**config.mk**
```make
export PLATFORM = sky130hd
export DESIGN_NAME = ccc_lock_sequencer_flat
export DESIGN_NICKNAME = d
export VERILOG_FILES = /design/src/rtl/ccc_lock_sequencer_if.sv /design/src/rtl/ccc_lock_sequencer.sv /design/src/flat_wrapper.sv
export SDC_FILE = /design/constraint.sdc
export NUM_CORES = 1
export LEC_CHECK = 0
export CAP_MARGIN = 10
export CELL_PAD_IN_SITES_DETAIL_PLACEMENT = 2
export CELL_PAD_IN_SITES_GLOBAL_PLACEMENT = 2
export CORE_AREA = 2 2 96 98
export DETAILED_ROUTE_END_ITERATION = 6
export DIE_AREA = 0 0 98 100
export GPL_TIMING_DRIVEN = 0
export PLACE_DENSITY_LB_ADDON = 0.1
export SKIP_CTS_REPAIR_TIMING = 1
export SYNTH_ARGS = -nofsm -noshare
export SYNTH_HDL_FRONTEND = slang
export SYNTH_SLANG_ARGS = --single-unit
```
**constraint.sdc**
```tcl
create_clock -name FAB_CLK -period 6.8 [get_ports FAB_CLK]
set_input_delay 1.02 -clock FAB_CLK [delete_from_list [all_inputs] [get_ports FAB_CLK]]
set_output_delay 1.02 -clock FAB_CLK [all_outputs]
set_load 0.05 [all_outputs]
```
**src/rtl/ccc_lock_sequencer_if.sv**
```systemverilog
// ccc_lock_sequencer_if
//   Groups the lock inputs, the soft-restart request and the supervised
//   reset/status outputs of ccc_lock_sequencer.
//   master : lock source / supervisor side (drives FAB_LOCK, MSS_LOCK, SOFT_RST_REQ)
//   slave  : ccc_lock_sequencer (drives RST_OUT_N, READY, LOCK_TIMEOUT, LOSS_COUNT, STATE)
interface ccc_lock_sequencer_if #(
  parameter int unsigned NUM_RST_OUT = 3,
  parameter int unsigned LOSS_CNT_W  = 8
);
  logic                   FAB_LOCK;
  logic                   MSS_LOCK;
  logic                   SOFT_RST_REQ;
  logic [NUM_RST_OUT-1:0] RST_OUT_N;
  logic                   READY;
  logic                   LOCK_TIMEOUT;
  logic [LOSS_CNT_W-1:0]  LOSS_COUNT;
  logic [2:0]             STATE;

  modport master (
    output FAB_LOCK, MSS_LOCK, SOFT_RST_REQ,
    input  RST_OUT_N, READY, LOCK_TIMEOUT, LOSS_COUNT, STATE
  );

  modport slave (
    input  FAB_LOCK, MSS_LOCK, SOFT_RST_REQ,
    output RST_OUT_N, READY, LOCK_TIMEOUT, LOSS_COUNT, STATE
  );
endinterface

```
**src/rtl/ccc_lock_sequencer.sv**
```systemverilog
// ccc_lock_sequencer
//   Supervises the CCC clock path: synchronises and ANDs FAB_LOCK/MSS_LOCK,
//   requires an uninterrupted stable-lock window, then releases the fabric
//   reset domains one by one (bit 0 first), STAGE_GAP_CYCLES apart, and
//   raises READY one gap after the last release. Lock loss re-asserts every
//   domain reset and bumps a saturating loss counter; never seeing lock
//   within the timeout latches LOCK_TIMEOUT until SOFT_RST_REQ or reset.
// Ports
//   FAB_CLK      in  fabric clock
//   M2F_RESET_N  in  asynchronous active-low reset
//   bus          slave modport of ccc_lock_sequencer_if (locks, soft request,
//                RST_OUT_N, READY, LOCK_TIMEOUT, LOSS_COUNT, STATE)
module ccc_lock_sequencer #(
  parameter int unsigned LOCK_STABLE_CYCLES  = 1000,
  parameter int unsigned LOCK_TIMEOUT_CYCLES = 1000000,
  parameter int unsigned NUM_RST_OUT         = 3,
  parameter int unsigned STAGE_GAP_CYCLES    = 16,
  parameter int unsigned CNT_W               = 20,
  parameter int unsigned LOSS_CNT_W          = 8
) (
  input  logic                 FAB_CLK,
  input  logic                 M2F_RESET_N,
  ccc_lock_sequencer_if.slave  bus
);

  localparam int unsigned GAP_W = (STAGE_GAP_CYCLES > 1) ? $clog2(STAGE_GAP_CYCLES) : 1;

  typedef enum logic [2:0] {
    RESET_HOLD = 3'd0,
    WAIT_LOCK  = 3'd1,
    STABILIZE  = 3'd2,
    RELEASE    = 3'd3,
    RUN        = 3'd4,
    FAULT      = 3'd5
  } state_t;

  state_t                 r_state;
  logic                   r_fab_meta, r_fab_sync;
  logic                   r_mss_meta, r_mss_sync;
  logic [CNT_W-1:0]       r_tcnt;
  logic [CNT_W-1:0]       r_scnt;
  logic [GAP_W-1:0]       r_gap;
  logic [NUM_RST_OUT-1:0] r_rst_n;
  logic                   r_ready;
  logic                   r_timeout;
  logic [LOSS_CNT_W-1:0]  r_loss;

  logic                   w_lock_ok;
  logic                   w_tcnt_last;
  logic [CNT_W-1:0]       w_tcnt_inc;

  assign w_lock_ok   = r_fab_sync & r_mss_sync;
  assign w_tcnt_last = (r_tcnt == CNT_W'(LOCK_TIMEOUT_CYCLES - 1));
  // Timeout counter saturates so repeated STABILIZE/WAIT_LOCK bouncing can
  // never wrap past the terminal value and miss the fault.
  assign w_tcnt_inc  = w_tcnt_last ? r_tcnt : r_tcnt + CNT_W'(1);

  always_ff @(posedge FAB_CLK or negedge M2F_RESET_N) begin
    if (!M2F_RESET_N) begin
      r_state    <= RESET_HOLD;
      r_fab_meta <= 1'b0;
      r_fab_sync <= 1'b0;
      r_mss_meta <= 1'b0;
      r_mss_sync <= 1'b0;
      r_tcnt     <= '0;
      r_scnt     <= '0;
      r_gap      <= '0;
      r_rst_n    <= '0;
      r_ready    <= 1'b0;
      r_timeout  <= 1'b0;
      r_loss     <= '0;
    end else begin
      r_fab_meta <= bus.FAB_LOCK;
      r_fab_sync <= r_fab_meta;
      r_mss_meta <= bus.MSS_LOCK;
      r_mss_sync <= r_mss_meta;

      case (r_state)
        RESET_HOLD: begin
          r_tcnt  <= '0;
          r_scnt  <= '0;
          r_gap   <= '0;
          r_rst_n <= '0;
          r_ready <= 1'b0;
          r_state <= WAIT_LOCK;
        end

        WAIT_LOCK: begin
          if (bus.SOFT_RST_REQ) begin
            r_rst_n <= '0;
            r_ready <= 1'b0;
            r_state <= RESET_HOLD;
          end else begin
            r_tcnt <= w_tcnt_inc;
            if (w_lock_ok) begin
              r_scnt  <= '0;
              r_state <= STABILIZE;
            end else if (w_tcnt_last) begin
              r_timeout <= 1'b1;
              r_state   <= FAULT;
            end
          end
        end

        STABILIZE: begin
          if (bus.SOFT_RST_REQ) begin
            r_rst_n <= '0;
            r_ready <= 1'b0;
            r_state <= RESET_HOLD;
          end else if (!w_lock_ok) begin
            r_tcnt  <= w_tcnt_inc;
            r_state <= WAIT_LOCK;
          end else if (r_scnt == CNT_W'(LOCK_STABLE_CYCLES - 1)) begin
            r_rst_n <= NUM_RST_OUT'(1);
            r_gap   <= '0;
            r_state <= RELEASE;
          end else begin
            r_tcnt <= w_tcnt_inc;
            r_scnt <= r_scnt + CNT_W'(1);
          end
        end

        RELEASE, RUN: begin
          // Lock loss takes priority over a coincident soft request so the
          // event is always counted.
          if (!w_lock_ok) begin
            r_rst_n <= '0;
            r_ready <= 1'b0;
            r_tcnt  <= '0;
            if (r_loss != '1) r_loss <= r_loss + LOSS_CNT_W'(1);
            r_state <= WAIT_LOCK;
          end else if (bus.SOFT_RST_REQ) begin
            r_rst_n <= '0;
            r_ready <= 1'b0;
            r_state <= RESET_HOLD;
          end else if (r_state == RELEASE) begin
            if (r_gap == GAP_W'(STAGE_GAP_CYCLES - 1)) begin
              r_gap <= '0;
              if (&r_rst_n) begin
                r_ready <= 1'b1;
                r_state <= RUN;
              end else begin
                r_rst_n <= (r_rst_n << 1) | NUM_RST_OUT'(1);
              end
            end else begin
              r_gap <= r_gap + GAP_W'(1);
            end
          end
        end

        FAULT: begin
          r_rst_n <= '0;
          r_ready <= 1'b0;
          if (bus.SOFT_RST_REQ) begin
            r_timeout <= 1'b0;
            r_state   <= RESET_HOLD;
          end
        end

        default: begin
          r_rst_n <= '0;
          r_ready <= 1'b0;
          r_state <= RESET_HOLD;
        end
      endcase
    end
  end

  assign bus.RST_OUT_N    = r_rst_n;
  assign bus.READY        = r_ready;
  assign bus.LOCK_TIMEOUT = r_timeout;
  assign bus.LOSS_COUNT   = r_loss;
  assign bus.STATE        = r_state;

endmodule
```
**src/flat_wrapper.sv**
```systemverilog
// flat-port wrapper written by rule: the top's interface ports become plain ports
module ccc_lock_sequencer_flat 
#(
  parameter int unsigned LOCK_STABLE_CYCLES  = 1000,
  parameter int unsigned LOCK_TIMEOUT_CYCLES = 1000000,
  parameter int unsigned NUM_RST_OUT         = 3,
  parameter int unsigned STAGE_GAP_CYCLES    = 16,
  parameter int unsigned CNT_W               = 20,
  parameter int unsigned LOSS_CNT_W          = 8
)
  (FAB_CLK, M2F_RESET_N, bus_FAB_LOCK, bus_MSS_LOCK, bus_SOFT_RST_REQ, bus_RST_OUT_N, bus_READY, bus_LOCK_TIMEOUT, bus_LOSS_COUNT, bus_STATE);
  ccc_lock_sequencer_if #(.NUM_RST_OUT(NUM_RST_OUT), .LOSS_CNT_W(LOSS_CNT_W)) bus_i ();
  input  logic FAB_CLK;
  input  logic M2F_RESET_N;
  input wire logic [$bits(bus_i.FAB_LOCK)-1:0] bus_FAB_LOCK;
  input wire logic [$bits(bus_i.MSS_LOCK)-1:0] bus_MSS_LOCK;
  input wire logic [$bits(bus_i.SOFT_RST_REQ)-1:0] bus_SOFT_RST_REQ;
  output wire logic [$bits(bus_i.RST_OUT_N)-1:0] bus_RST_OUT_N;
  output wire logic [$bits(bus_i.READY)-1:0] bus_READY;
  output wire logic [$bits(bus_i.LOCK_TIMEOUT)-1:0] bus_LOCK_TIMEOUT;
  output wire logic [$bits(bus_i.LOSS_COUNT)-1:0] bus_LOSS_COUNT;
  output wire logic [$bits(bus_i.STATE)-1:0] bus_STATE;
  assign bus_i.FAB_LOCK = bus_FAB_LOCK;
  assign bus_i.MSS_LOCK = bus_MSS_LOCK;
  assign bus_i.SOFT_RST_REQ = bus_SOFT_RST_REQ;
  assign bus_RST_OUT_N = bus_i.RST_OUT_N;
  assign bus_READY = bus_i.READY;
  assign bus_LOCK_TIMEOUT = bus_i.LOCK_TIMEOUT;
  assign bus_LOSS_COUNT = bus_i.LOSS_COUNT;
  assign bus_STATE = bus_i.STATE;
  ccc_lock_sequencer #(.LOCK_STABLE_CYCLES(LOCK_STABLE_CYCLES), .LOCK_TIMEOUT_CYCLES(LOCK_TIMEOUT_CYCLES), .NUM_RST_OUT(NUM_RST_OUT), .STAGE_GAP_CYCLES(STAGE_GAP_CYCLES), .CNT_W(CNT_W), .LOSS_CNT_W(LOSS_CNT_W)) u_core (.FAB_CLK(FAB_CLK), .M2F_RESET_N(M2F_RESET_N), .bus(bus_i));
endmodule
```
==> impl_results.md <==
* Routability cong. at between 0.7 and 0.8
* ANT cells at 0
* Layout cells sized above 1 at 0.07246
* Mapped Area at 3435 um^2
* CTS tree: yes
* Synth area leader: dfrtp_1
* Worst slew pin tran at approximately 0.86 ns
* Sequential share of the synthesized area at 0.4663
* CTS H-tree depth at 3
* Final HPWL DP at just under 7000 um
* Port Buffer Count at 20
* Final core utilization at 0.4476
* Via/cell ratio at 5.825
* Post-Route WL at approximately 10,000 um
* Total power at 1.240 mW
* Std cell rows at 35
* Critical path launch point type: input port
* Min-Delay Path Class: register to register
* Area share of the largest cell type after synthesis at 0.4663
* Clock skew at roughly 0.0072 ns
* Nets at around 420
* CTS clock-pin slew for the worst setup and hold paths at about 0.080 ns
* WP data required at 7.03 ns
* First-pass GRT wire length at around 18,000 um
* Die Y at ~100 um
* DR iter-0 viols at between 80 and 90
* Syn Nets at a little under 400
* Mux contribution to synthesized area at 0.005829
* Final period util at 0.5123
* Max transition margin at 0.4208
* Synth Area in Adders at 0.01749
* Via count at approximately 3,100
* Run status: complete, no violations
* Max Cap Viol at 0
* Num CTS Buffers at 9
* Post-synth EDFFs at 0
* Critical Path Fanout Max at 6
* Leakage Power at around 1.7 nW
* Async SR Flop Fraction at 1.000
* Initial antenna violation count at 0
* GRT Util Overall at 0.2245
* Std-Cell Core Area at between 8000 and 9000 um^2
* RSZ-0062 raised after global routing: no
* Slew Viols, Final at 0
* Clk sinks at 64
* DRT Pass-1 Iters at 4
* Avg WL per Cell at just under 20 um
* I/O Pins at 21
* Setup TNS at 0 ns
* Largest family of logic cells by synthesized area: simple AND/OR/NAND/NOR gates
* Mean post-synth cell area at 9.110 um^2
* Setup crit end kind: register
* Vias in the first global route at between 3,000 and 4,000
* Drc violations at 0
* Fmax at between 0.2 and 0.3 GHz
* Final ANT Viol Nets at 0
* Synth Instances at about 380
* Top post-synthesis cells by count: dfrtp_1 (64), o21ai_0 (42), nand2_1 (32), nor2_1 (32), nand3_1 (27)
* Maximum vdd ir drop at around 0.17 mV
* Post-Synth Simple-Gate Area at 0.2579
* Initial Util at 0.3863
* Post-Synth XOR/XNOR Area at 0.04845
* Worst-Skew Late Latency at between 0.3 and 0.4 ns
* Critical path class: input port to register
* Final hold viol count at 0
* Yosys warns at 0
* Total global routing overflow at 0
* Post-synthesis compound-gate area fraction at 0.1741
* Synth cell types at 54
* Flops & latches, synth at 64
* Pin count of the biggest net entering global routing at 65
* Syn-to-layout area delta at 15.85%
* Minimum clock period at between 3 and 4 ns
* Final setup violation count at 0
* Max clock buf depth at 2
* Most used DFF post-synth: dfrtp_1
* PwrDens at 311.6 nW/um^2
* Most common cell in the netlist: dfrtp_1
* Synth top area cells: dfrtp_1 (47%), o21ai_0 (6.1%), nand3_1 (3.9%), nand2_1 (3.5%), nor2_1 (3.5%)
* Die area at just under 10,000 um^2
* CTS Root Cell: clkbuf_8
* CP arrival at around 3.7 ns
* Chip Width at around 100 um
-- layout make-up --
| class | count | area, um^2 |
|---|---|---|
| clock buffers | 10 | 127.6 |
| plain buffers | 17 | 80.08 |
| flip-flops and latches | 64 | 1602 |
| well taps | 111 | 138.9 |
| inverters | 6 | 22.52 |
| clock inverters | 6 | 68.82 |
| repair buffers | 21 | 209.0 |
| multi-input cells | 290 | 1730 |
| fillers | 1004 | 4911 |
-- worst max-delay path: stages --
cell and delay (ns):
clkdlybuf4s50_1 0.51, and3b_1 0.25, clkbuf_1 0.31, a21oi_1 0.22, nor4b_1 0.69, clkdlybuf4s15_2 0.35, nand4_1 0.13, xor2_1 0.16
nor2_1 0.06
-- per-layer routing --
metal,up-vias,routed length (um),track usage
met3,16,301,0.04944
met1,1560,4747,0.3022
li1,1440,-,-
met2,42,4885,0.3651
met5,-,0,0
met4,0,148,0.06838
-- sequential cells by signal (all words and copies together) (netlist names) --
| register | count |
|---|---|
| u_core.r_tcnt | 20 |
| u_core.r_scnt | 20 |
| u_core.bus.LOSS_COUNT | 8 |
| u_core.bus.LOCK_TIMEOUT | 1 |
| u_core.r_gap | 4 |
| u_core.bus.READY | 1 |
| u_core.bus.RST_OUT_N | 3 |
| u_core.r_fab_sync | 1 |
| u_core.r_fab_meta | 1 |
| u_core.r_mss_meta | 1 |
| u_core.bus.STATE | 3 |
| u_core.r_mss_sync | 1 |
-- cell families after synthesis --
group / after synthesis
fa+ha+maj: 5
flops: 64
buf+inv: 23
simple gates: 167
xor+xnor: 19
compound gates: 97
mux: 2
-- placed cells by master, fill, tap and decap left out, types with 9 or more instances in the layout --
cell type        Yosys  final
nor2_1              32     32
xor2_1              13     13
clkbuf_8             0      9
a21oi_1             13     13
nor2b_1             10     10
and3_1               9      9
clkdlybuf4s50_1      0     19
o31ai_1             13     13
o21ai_0             42     42
nand3_1             27     27
dfrtp_1             64     64
clkbuf_1            10     11
nand2_1             32     32
-- power breakdown --
part           internal [mW]  leakage, nW  switching, mW
Sequential             0.410        0.872         0.0332
Clock                  0.171       0.0968          0.164
Combinational          0.143        0.702          0.318
-- stage by stage --
stage,worst slack [ns],hold slack (ns),instances,cell area (um^2)
final,3.316,0.3556,525,3979
after CTS,3.289,0.3597,525,3979
after global routing,3.011,0.3703,525,3979
after detailed placement,2.924,0.3411,509,3782
after floorplan,4.071,0.3312,377,3435
after global placement,2.388,0.3388,508,3774
-- path summary, 6_finish.rpt --
| check | start | end | slack (ns) | depth (start not counted) |
|---|---|---|---|---|
| setup / recovery | bus_SOFT_RST_REQ | u_core.r_scnt[9]$_DFFE_PN0P_ | 3.32 | 9 |
| hold / removal | u_core.r_fab_meta$_DFF_PN0_ | u_core.r_fab_sync$_DFF_PN0_ | 0.36 | 0 |
| setup reg to reg | u_core.bus.STATE[0]$_DFFE_PN0P_ | u_core.r_tcnt[14]$_DFFE_PN0P_ | 4.18 | 8 |
| hold reg to reg | u_core.r_fab_meta$_DFF_PN0_ | u_core.r_fab_sync$_DFF_PN0_ | 0.36 | 0 |
| max in group asynchronous | M2F_RESET_N | u_core.r_scnt[17]$_DFFE_PN0P_ | 5.45 | 1 |
| min in group asynchronous | M2F_RESET_N | u_core.r_scnt[3]$_DFFE_PN0P_ | 0.74 | 1 |
(Power assumes the default switching activity.)
